### config.mk
export PLATFORM = sky130hd
export DESIGN_NAME = play_stream_engine
export DESIGN_NICKNAME = d
export VERILOG_FILES = /design/src/rtl/play_stream_engine.sv
export SDC_FILE = /design/constraint.sdc
export NUM_CORES = 1
export LEC_CHECK = 0
export CAP_MARGIN = 10
export CORE_ASPECT_RATIO = 0.9
export CORE_MARGIN = 2
export CORE_UTILIZATION = 35
export CTS_BUF_LIST = sky130_fd_sc_hd__clkbuf_8
export CTS_CLUSTER_SIZE = 8
export DETAILED_ROUTE_END_ITERATION = 6
export PLACE_DENSITY_LB_ADDON = 0.05
export SYNTH_ARGS = -nofsm -noshare
export SYNTH_HDL_FRONTEND = slang
export SYNTH_SLANG_ARGS = --single-unit
### constraint.sdc
create_clock -name i_clk -period 3.1 [get_ports i_clk]
set_input_delay 0.465 -clock i_clk [delete_from_list [all_inputs] [get_ports i_clk]]
set_output_delay 0.465 -clock i_clk [all_outputs]
set_load 0.02 [all_outputs]
### src/rtl/play_stream_engine.sv
// SDRAM clip streamer: prefetches a bounded word region into a small FIFO and feeds the audio sink.
// Optional build macro PLAY_LOOP_EN adds a play_loop input for seamless clip repetition.
module play_stream_engine #(
  parameter int ADDR_W     = 23,
  parameter int DATA_W     = 32,
  parameter int LEN_W      = 23,
  parameter int FIFO_DEPTH = 4
) (
  input  logic              i_clk,
  input  logic              i_rst_n,
  input  logic              play_start,
  input  logic [ADDR_W-1:0] play_select,
  input  logic [LEN_W-1:0]  play_length,
  input  logic [1:0]        play_speed,
  input  logic              play_pause,
  input  logic              play_stop,
`ifdef PLAY_LOOP_EN
  input  logic              play_loop,
`endif
  output logic              play_done,
  output logic              play_busy,
  output logic              play_read,
  output logic [ADDR_W-1:0] play_addr,
  input  logic [DATA_W-1:0] play_readdata,
  input  logic              play_sdram_finished,
  output logic              play_audio_valid,
  output logic [DATA_W-1:0] play_audio_data,
  input  logic              play_audio_ready
);
  localparam int PTR_W = (FIFO_DEPTH > 1) ? $clog2(FIFO_DEPTH) : 1;
  localparam logic [PTR_W:0] FULL_CNT = (PTR_W + 1)'(FIFO_DEPTH);

  typedef enum logic [1:0] {S_IDLE, S_RUN, S_ABORT} state_t;

  state_t              state_q;
  logic [ADDR_W-1:0]   addr_q;
  logic [ADDR_W-1:0]   start_addr_q;
  logic [LEN_W-1:0]    target_q;
  logic [LEN_W-1:0]    fetch_cnt_q;
  logic                dbl_q;
  logic                half_q;
  logic                rep_q;
  logic                read_q;
  logic                done_q;
  logic [DATA_W-1:0]   mem_q [FIFO_DEPTH];
  logic [PTR_W-1:0]    wr_ptr_q;
  logic [PTR_W-1:0]    rd_ptr_q;
  logic [PTR_W:0]      count_q;
  logic [PTR_W:0]      count_d;
  logic                loop_active;
  logic [LEN_W-1:0]    start_target;
  logic [ADDR_W-1:0]   step;
  logic                fetch_left;
  logic                accept;
  logic                push;
  logic                pop;
  logic                issue;

`ifdef PLAY_LOOP_EN
  logic loop_q;
  always_ff @(posedge i_clk) begin
    if (!i_rst_n) begin
      loop_q <= 1'b0;
    end else if (state_q == S_IDLE && play_start) begin
      loop_q <= play_loop;
    end
  end
  assign loop_active = loop_q;
`else
  assign loop_active = 1'b0;
`endif

  // 2x skips every other source word, so only ceil(len/2) fetches are needed
  assign start_target = (play_speed == 2'b01)
                      ? (play_length >> 1) + LEN_W'(play_length[0])
                      : play_length;
  assign step       = dbl_q ? ADDR_W'(2) : ADDR_W'(1);
  assign fetch_left = (fetch_cnt_q != target_q);

  assign play_audio_valid = (state_q == S_RUN) && (count_q != '0) && !play_pause;
  assign play_audio_data  = ((state_q == S_RUN) && (count_q != '0)) ? mem_q[rd_ptr_q] : '0;
  assign play_done        = done_q;
  assign play_busy        = (state_q != S_IDLE);
  assign play_read        = read_q;
  assign play_addr        = addr_q;

  assign accept = play_audio_valid && play_audio_ready;
  assign pop    = accept && (!half_q || rep_q);
  assign push   = (state_q == S_RUN) && read_q && play_sdram_finished;
  assign issue  = (state_q == S_RUN) && !read_q && fetch_left && !play_pause
               && (count_q < FULL_CNT) && !play_stop;

  always_comb begin
    count_d = count_q;
    case ({push, pop})
      2'b10:   count_d = count_q + 1'b1;
      2'b01:   count_d = count_q - 1'b1;
      default: count_d = count_q;
    endcase
  end

  always_ff @(posedge i_clk) begin
    if (push) begin
      mem_q[wr_ptr_q] <= play_readdata;
    end
  end

  always_ff @(posedge i_clk) begin
    if (!i_rst_n) begin
      state_q      <= S_IDLE;
      addr_q       <= '0;
      start_addr_q <= '0;
      target_q     <= '0;
      fetch_cnt_q  <= '0;
      dbl_q        <= 1'b0;
      half_q       <= 1'b0;
      rep_q        <= 1'b0;
      read_q       <= 1'b0;
      done_q       <= 1'b0;
      wr_ptr_q     <= '0;
      rd_ptr_q     <= '0;
      count_q      <= '0;
    end else begin
      done_q <= 1'b0;
      case (state_q)
        S_IDLE: begin
          if (play_start) begin
            addr_q       <= play_select;
            start_addr_q <= play_select;
            target_q     <= start_target;
            fetch_cnt_q  <= '0;
            dbl_q        <= (play_speed == 2'b01);
            half_q       <= (play_speed == 2'b10);
            rep_q        <= 1'b0;
            wr_ptr_q     <= '0;
            rd_ptr_q     <= '0;
            count_q      <= '0;
            // an empty clip finishes immediately without touching SDRAM
            if (start_target == '0) begin
              done_q <= 1'b1;
            end else begin
              state_q <= S_RUN;
            end
          end
        end
        S_RUN: begin
          if (play_stop) begin
            wr_ptr_q <= '0;
            rd_ptr_q <= '0;
            count_q  <= '0;
            rep_q    <= 1'b0;
            if (read_q && !play_sdram_finished) begin
              state_q <= S_ABORT;
            end else begin
              read_q  <= 1'b0;
              state_q <= S_IDLE;
            end
          end else begin
            if (push) begin
              wr_ptr_q    <= wr_ptr_q + 1'b1;
              addr_q      <= addr_q + step;
              fetch_cnt_q <= fetch_cnt_q + 1'b1;
              read_q      <= 1'b0;
            end else if (issue) begin
              read_q <= 1'b1;
            end
            if (pop) begin
              rd_ptr_q <= rd_ptr_q + 1'b1;
            end
            if (accept) begin
              rep_q <= half_q && !rep_q;
            end
            count_q <= count_d;
            // looping reloads as soon as fetching is done so the FIFO bridges the seam
            if (!fetch_left && !read_q) begin
              if (loop_active) begin
                addr_q      <= start_addr_q;
                fetch_cnt_q <= '0;
              end else if (count_q == '0) begin
                done_q  <= 1'b1;
                state_q <= S_IDLE;
              end
            end
          end
        end
        S_ABORT: begin
          if (play_sdram_finished) begin
            read_q  <= 1'b0;
            state_q <= S_IDLE;
          end
        end
        default: state_q <= S_IDLE;
      endcase
    end
  end
endmodule

==> flow_summary.ini <==
[synthesis]
yosys-top-cells-area = edfxtp_1 37%, dfxtp_1 17%, mux4_2 7.0%, nand2_1 3.4%, and3_1 2.7%
netlist_area_sq_mm = 0.0103
synth_edf_count = 128
syn_area_per_cell_sq_um = 11.4
yosys.area_share.xor_xnor_pct = 3.76
synth.distinct_cells = 74
synth_compound_area_share_pct = 10.6
yosys_warnings = 0
yosys_most_used_dff = edfxtp_1
yosysTopAreaCellShare_pct = 37.5
yosysTopAreaCell = edfxtp_1
synth_nets = 1004
ys_async_sr_fraction_pct = 0
ys_seq_area_share_pct = 54.1
synth_adder_area_share_pct = 1.86
synthMuxAreaShare_pct = 8.21
synthCells = 903
synth_top_family_by_area = simple AND/OR/NAND/NOR gates
synth_seq_cells = 213
synthSimpleGateAreaFrac_pct = 18.3

[clock_network]
clk_pin_slew_ns = 0.05
cts.sinks = 213
h-tree-depth = 2
clockBufferDepth = 3
cts_tree = done
clk_latency_ns = 0.52
clockRootBuffer = clkbuf_8
ctsHoldBuffers = 0
numCtsBuffers = 39

[sta]
period_share_pct = 94.5
fin_skew_ns = 0.0261
tns_ns = 0
hold_violations = 0
finalSetupViolations = 0
max_freq_mhz = 341
fin_crit_ns = 2.93
rsz0062_at_grt = false
tightest_slew_ns = 0.628
slew_viol_final = 0
slew_headroom_pct = 58.1

[routing]
ant_nets = 0
routedWlPerCell_microns = 16.7
vias = 7609
routed_wl_microns = 26000
drc = 0
drtIter0Drc = 431
via_per_inst = 4.91
dr.pass1.iters = 4

[floorplan]
io_pins = 146
start_util_pct = 35.5
die-area_sq_mm = 0.0307
core_area_sq_mm = 0.0289
die_width_microns = 184
die_h_microns = 166
row_count = 59

[power]
powerDensity_mw_per_mm2 = 465
power.leakage_nw = 4.86
max-vdd-ir-drop_mv = 0.383

[cells_and_area]
drive_gt1_share_pct = 17.2
syn_to_final_growth_pct = 31.4
final_cell_mix = 144 x clkdlybuf4s50_1, 128 x edfxtp_1, 92 x nand2_1
regArea_sq_mm = 0.00555
instances_no_fill = 1550
fillers = 2722
final_common_cell = clkdlybuf4s50_1
multi_input_area_sq_mm = 0.00444
nNetsFinal = 1230
diodes = 0

[critical_path]
r2r_slack_ns = 0.32
cp.arrival_ns = 3.33
cp_slowest_cell = clkdlybuf4s50_1
worstPathCellList = clkdlybuf4s50_1 -> ha_1 -> ha_4 -> and4b_1 -> a221oi_4 -> nand2_1 -> or3_1 -> or3_1 -> o41ai_2 -> buf_4 -> nor2_1 -> o221a_1
path_max_fanout = 3
crit_type = input pin to register
timing.critical_path.mode_cell = or3_1
cpPeakStageDelay_ns = 0.42
critPathCaptureType = register
crit_buf_inv = 2
path_delay_family = simple AND/OR/NAND/NOR gates
startpoint_type = input pin
required_ns = 3.50

[hold_path]
hp-class = register to register

[flow_run]
maxCapViolCount = 0

[global_routing]
grt_pass1_wl_microns = 41200
antenna_found_initial = 0
grt_pass1_vias = 7599
grt_remaining_overflow = 0
track_usage_pct = 16.9
grt_max_degree = 40

[place]
io_buffers = 145
numPlacedInstances = 1481
hpwl_microns = 17200
gp_congestion = 0.801

[status]
status = finished, final reports clean
## per-layer routing
layer	global-route usage [%]	part of all wire, %
met1	25.1	50
met2	25.4	43
met3	3.14	5.3
met4	4.14	1.5
met5	0	0
## sequential cells by signal, summed over array words and instances (netlist names), 2 cells and up, named ones only
register and cells:
fetch_cnt_q 23, wr_ptr_q 2, count_q 3, mem_q 128, target_q 23, rd_ptr_q 2, state_q 2, play_addr 23
## layout make-up
cell class	count	share of cell area [%]
clock buffers	40	4.09
clock inverters	26	1.00
inverters	22	0.613
multi-input cells	616	33.0
flip-flops and latches	213	41.2
well taps	396	3.68
repair buffers	237	16.4
## power breakdown
group          switching (W)  internal (W)
combinational       0.000393      0.000372
clock                0.00111       0.00127
sequential         0.0000574       0.00306
## through the flow
| step | hold WS, ns | worst slack, ns | utilization (%) | area, sq um | total power (W) |
|---|---|---|---|---|---|
| floorplan | 0.451 | 0.220 | - | 10300 | 0.00354 |
| global route | 0.507 | 0.0333 | 46.7 | 13500 | 0.00659 |
| detailed placement | 0.471 | -0.553 | 44.0 | 12700 | 0.00393 |
| CTS | 0.478 | 0.0631 | 46.4 | 13400 | 0.00637 |
| finish | 0.472 | 0.170 | 46.7 | 13500 | 0.00626 |
| global placement | 0.465 | -0.509 | 44.0 | 12700 | 0.00393 |
## cells in the mapped netlist (all sizes together) (3+ instances only)
| cell type | instances |
|---|---|
| nor2b | 18 |
| nand3 | 18 |
| a21boi | 17 |
| inv | 22 |
| o22ai | 10 |
| mux4 | 32 |
| nor3 | 19 |
| or2 | 3 |
| nand2b | 5 |
| xnor2 | 18 |
| ha | 12 |
| or4 | 3 |
| a31oi | 7 |
| and4b | 3 |
| nand3b | 4 |
| o221a | 4 |
| buf | 14 |
| clkbuf | 38 |
| nand4 | 18 |
| o211a | 7 |
| mux2i | 11 |
| a21oi | 52 |
| and2 | 32 |
| a211oi | 4 |
| and3 | 44 |
| or3 | 14 |
| nand2 | 92 |
| dfxtp | 85 |
| a221oi | 4 |
| nor2 | 48 |
| xor2 | 26 |
| a41oi | 3 |
| o21ai | 41 |
| edfxtp | 128 |
| o211ai | 3 |
| nor4 | 14 |
## logic make-up after synthesis
| family | count (synthesis) |
|---|---|
| buf+inv | 74 |
| fa+ha+maj | 14 |
| simple gates | 346 |
| xor+xnor | 44 |
| flops | 213 |
| compound gates | 168 |
| mux | 44 |
## final timing paths
check | startpoint | end | cells after the start
worst max register to register | dbl_q | play_addr[22] | 12
worst min register to register | target_q[13] | target_q[13] | 2
worst max-delay path | play_length[0] | state_q[0] | 12
worst min-delay path | target_q[13] | target_q[13] | 2
## worst register-to-register path, cell delays in order, from the launching register on
cell and delay, ns:
dfxtp_1 0.32, inv_1 0.09, ha_1 0.17, inv_1 0.05, fa_1 0.41, nand3b_1 0.24
nor3_2 0.24, nand4_1 0.19, or2_2 0.36, nor2_1 0.17, nor4b_1 0.22, o21ai_0 0.10
a21boi_0 0.15
## repair_timing
action / 4_1_cts / 5_1_grt
setup endpoints to repair: 1 / 4
setup buffers: 0 / 3
gates resized for setup: 1 / 9
hold endpoints to repair: 0 / 0
pin swaps: 0 / 2
(Power assumes the default switching activity.)
==> patch 1 (config.mk and constraints unchanged) <==
Encoding of `state_t`: now one-hot (3 bits for 3 states).
--- a/src/rtl/play_stream_engine.sv
+++ b/src/rtl/play_stream_engine.sv
@@ -30,7 +30,7 @@
   localparam int PTR_W = (FIFO_DEPTH > 1) ? $clog2(FIFO_DEPTH) : 1;
   localparam logic [PTR_W:0] FULL_CNT = (PTR_W + 1)'(FIFO_DEPTH);
 
-  typedef enum logic [1:0] {S_IDLE, S_RUN, S_ABORT} state_t;
+  typedef enum logic [2:0] {S_IDLE = 3'b001, S_RUN = 3'b010, S_ABORT = 3'b100} state_t;
 
   state_t              state_q;
   logic [ADDR_W-1:0]   addr_q;
Function: no difference found for any inputs over 4 cycles, from zero or initial values and one cycle with i_rst_n low; so few cycles prove little.
==> patch 1 against the original RTL <==
- count of clock-buffer cells in the layout increased by 5
- first-iteration DRC count decreased by 15%
- cell count decreased by 5.9%
- sequential cell count increased by 1
- utilization decreased by 1.6 points
- critical path type is now reg -> out
- synthesized area decreased by 1.2%
- worst setup slack got worse by 0.010 ns
- final area decreased by 3.9%
- sequential power about the same
- largest power group unchanged
- register-to-register slack improved by 0.17 ns
- combinational power decreased by 22%
- total power increased by 0.94%
- highest routed layer unchanged
- largest cell class unchanged
- wire length decreased by 4.4%
==> patch 1: results (changes against the original RTL) <==
[status]
status=finished, final reports clean

[placed_design]
hpwl_um=16800  ; -2.6%

[synthesis]
synth_nets=986  ; -1.8%
synth_cell_types=81  ; +9.5%
synth_fa_ha_area_share_pct=1.51  ; -0.35 points
synth_common_cells=128 x edfxtp_1, 86 x dfxtp_1, 81 x nor2_1, 80 x nand2_1, 62 x a21oi_1
synthXorXnorAreaFrac_pct=4.32  ; +0.56 points
ys_seq_area_share_pct=54.9  ; +0.85 points

[hold_path]
worst_hold_path.endpoint=target_q[16]$_SDFFE_PN0P_
worstHoldStart=target_q[16]$_SDFFE_PN0P_

[critical_path]
critPathMaxStageDelay_ns=0.65  ; +0.23 ns
cp_max_fo=29  ; +26
r2r-end=count_q[2]$_SDFFE_PN0P_
setup.worst_path.end=play_audio_data[0]
cp.arrival_ns=2.48  ; -0.85 ns
reg2reg_depth=10  ; -2
reg2reg_slack_ns=0.49  ; +0.17 ns
cp-startpoint=state_q[1]$_SDFFE_PN0P_

[sta]
final.setup_skew_ns=0.0295  ; +0.00343 ns
fin_crit_sh_pct=94.8  ; +0.33 points

[power_and_ir_drop]
leakage_nw=4.50  ; -7.4%
peakVddDrop_mv=0.257  ; -33%
switching_power_mw=1.55  ; -0.60%

[global_route]
grt_pass1_wl_um=40000  ; -2.8%
grt_use_total_pct=16.6  ; -0.28 points

[routing]
wl_met1_um=12500  ; -3.8%
drtIter0Drc=367  ; -15%
viasPerCell=5.10  ; +3.8%
firstDrtPassIters=5  ; +1
route.met3.wl_um=1190  ; -14%
wirelength_um=24800  ; -4.4%
wl_met2_um=10800  ; -4.1%

[cells_and_area]
drive_gt1_share_pct=14.5  ; -2.7 points
num-fill-cells=2703  ; -0.70%
nNetsFinal=1162  ; -5.5%

[cts]
cts.repair.resized=3  ; +2
clk_latency_ns=0.54  ; +0.02 ns

## patch 1: power by group through the flow
| stage | clock network, mW | logic (mW) | registers [mW] |
|---|---|---|---|
| finish | 2.61 | 0.593 | 3.12 |
| global route | 2.84 | 0.657 | 3.13 |
| CTS | 2.70 | 0.596 | 3.12 |
| detailed placement | 0 | 0.592 | 3.18 |
| global placement | 0 | 0.597 | 3.18 |
| floorplan | 0 | 0.277 | 3.19 |
## patch 1: final cells by class
type | count | share of cell area [%]
clock buffer | 45 | 4.78
sequential | 214 | 43.0
timing repair buffer | 189 | 14.3
inverter | 9 | 0.261
tap | 366 | 3.54
clock inverter | 25 | 1.18
multi-input combinational | 611 | 32.9
## patch 1: through the flow
step	area, um^2	instances	hold slack, ns
6_report	12900	1459	0.471
4_1_cts	12900	1459	0.473
5_1_grt	12900	1459	0.496
3_5_place_dp	12200	1389	0.465
2_1_floorplan	10100	888	0.427
3_3_place_gp	12200	1389	0.467
==> patch 2 (same settings) <==
Made on the original files. The option `PLAY_LOOP_EN` is turned on by a define.
--- a/src/rtl/play_stream_engine.sv
+++ b/src/rtl/play_stream_engine.sv
@@ -1,5 +1,7 @@
 // SDRAM clip streamer: prefetches a bounded word region into a small FIFO and feeds the audio sink.
 // Optional build macro PLAY_LOOP_EN adds a play_loop input for seamless clip repetition.
+`define PLAY_LOOP_EN
+
 module play_stream_engine #(
   parameter int ADDR_W     = 23,
   parameter int DATA_W     = 32,
Interface: changed (added play_loop); port bits go from 146 to 147. No check against the original RTL was run, so the function may have changed too.
==> patch 2 against the original RTL <==
- sequential power increased by 15%
- global-route usage increased by 0.21 points
- worst setup slack improved by 0.032 ns
- via count increased by 9.6%
- maximum frequency increased by 1.1%
- wire length increased by 10%
- total power increased by 22%
- clock skew increased by 0.0054 ns
- synthesized area increased by 9.7%
- final area increased by 8.6%
- die area increased by 9.4%
- sequential cell count increased by 24
- largest cell class unchanged
==> patch 2: results (changes against the original RTL) <==
[status]
status=finished, final reports clean

[power_and_ir_drop]
p_int_mw=5.51  ; +17%
leakage_nw=5.26  ; +8.3%
peakVddDrop_mv=0.265  ; -31%

[cts]
cts_buffers=44  ; +13%
clockRootBuffer=clkbuf_8
htree_levels=2  ; unchanged
clockBufferDepth=3  ; unchanged
cts.repair.resized=0  ; -1
postCtsSetupRepairBufs=0  ; unchanged
clk_latency_ns=0.56  ; +0.04 ns
clkTransAtPathRegs_ns=0.06

[cells_and_area]
num-fill-cells=3051  ; +12%
nNetsFinal=1352  ; +9.9%
drive_gt1_share_pct=16.3  ; -0.93 points
final_design_area_no_fill_um2=14600  ; +8.6%
stdcell_count=1698  ; +9.5%
largest_register_ffs=128  ; unchanged
largest_register=mem_q

[synthesis]
synth.mux.area_fraction_pct=9.60  ; +1.4 points
synthXorXnorAreaFrac_pct=5.61  ; +1.8 points
synth_common_cells=128 x edfxtp_1, 116 x nand2_1, 109 x dfxtp_1, 91 x a21oi_1, 79 x nor2_1
synth_fa_ha_area_share_pct=1.80  ; -0.052 points
synth_area_leaders=edfxtp_1 34%, dfxtp_1 19%, mux4_2 6.4%, a21oi_1 4.1%, nand2_1 3.9%
synth_nets=1122  ; +12%
ys.warnings.count=0  ; unchanged
syn_area_per_cell_um2=11.0  ; -2.8%
synth_cell_types=68  ; -8.1%
synth_edf_count=128  ; unchanged
synth_compound_area_share_pct=10.1  ; -0.48 points
ys_seq_area_share_pct=53.6  ; -0.50 points
async_flop_share_pct=0  ; unchanged

[placed_design]
routabilityCongestion=0.829  ; +3.5%
place_ws_ns=-0.396  ; +0.157 ns
io_buffers=146  ; +0.69%
dp_cells=1619  ; +9.3%
place_area_um2=13800  ; +8.6%
hpwl_um=19400  ; +13%

[global_route]
grt_pass1_wl_um=45300  ; +10%
grt_use_total_pct=17.1  ; +0.21 points
antenna_found_initial=1  ; +1
grt_pass1_vias=8345  ; +9.8%
grt_max_degree=47  ; +18%

[routing]
drtIter0Drc=422  ; -2.1%
viasPerCell=4.91  ; about the same
firstDrtPassIters=5  ; +1
wirelength_um=28600  ; +10%

[hold_path]
worstHoldStart=start_addr_q[21]$_SDFFE_PN0P_
hp-class=reg -> reg

[critical_path]
r2r-start=state_q[1]$_SDFFE_PN0P_
crit_type=reg -> out
cp.arrival_ns=2.43  ; -0.90 ns
cp_max_fo=32  ; +29

[sta]
worst_slew_pin_slew_ns=0.696  ; +0.0678 ns
final.setup_skew_ns=0.0314  ; +0.00536 ns
finalSetupViolCount=0  ; unchanged

patch 2: cell types whose count changed after synthesis, moves of 10 or more:
| cell | before | now |
|---|---|---|
| a21oi_1 | 51 | 91 |
| xor2_1 | 26 | 45 |
| a21boi_0 | 17 | 2 |
| o22ai_1 | 10 | 0 |
| nand2_1 | 92 | 116 |
| and3_1 | 44 | 15 |
| o21ai_0 | 41 | 58 |
| and2_1 | 31 | 12 |
| nor2b_1 | 18 | 35 |
| mux2i_1 | 11 | 31 |
| dfxtp_1 | 85 | 109 |
| nor2_1 | 48 | 79 |
patch 2: layout make-up:
class	count	area share, %
Sequential cell	237	41.2
Timing Repair Buffer	244	15.6
Clock buffer	47	4.42
Clock inverter	31	1.16
Inverter	17	0.436
Antenna cell	1	0.0171
Tap cell	416	3.56
Multi-Input combinational cell	705	33.6
patch 2: path summary, 6_finish.rpt:
check | end | slack (ns) | cells past startpoint
worst min-delay path | start_addr_q[21]$_SDFFE_PN0P_ | 0.45 | 2
worst max-delay path | play_audio_data[27] | 0.20 | 4
worst max register to register | play_addr[9]$_SDFFE_PN0P_ | 0.58 | 11
worst min register to register | start_addr_q[21]$_SDFFE_PN0P_ | 0.45 | 2
patch 2: kinds of logic after synthesis:
group | after synthesis
buf+inv | 77
xor+xnor | 72
simple gates | 356
fa+ha+maj | 15
flops | 237
mux | 67
compound gates | 195
patch 2: power groups by stage:
stage	clock, mW	sequential (mW)	combinational [mW]
floorplan	0	3.69	0.633
global placement	0	3.66	1.25
detailed placement	0	3.66	1.25
CTS	2.90	3.59	1.26
global route	3.05	3.62	1.38
finish	2.78	3.60	1.25
patch 2: per-layer routing:
layer	GRT usage, %	vias to the layer above	part of all wire [%]
li1	-	4182	-
met1	24.3	3913	49
met2	25.9	211	43
met3	3.94	36	5.8
met4	5.11	0	1.9
met5	0	-	0
patch 2: critical path: stages, from the launching register on:
cell             delay (ns)
dfxtp_2                0.33
buf_12                 0.25
mux4_2                 0.56
nor2b_1                0.15
clkdlybuf4s50_1        0.54
patch 2: per-stage QoR:
stage               hold slack, ns  setup TNS, ns
floorplan                    0.433              0
global placement             0.440         -0.779
detailed placement           0.447         -0.952
CTS                          0.455              0
global route                 0.467              0
finish                       0.453              0
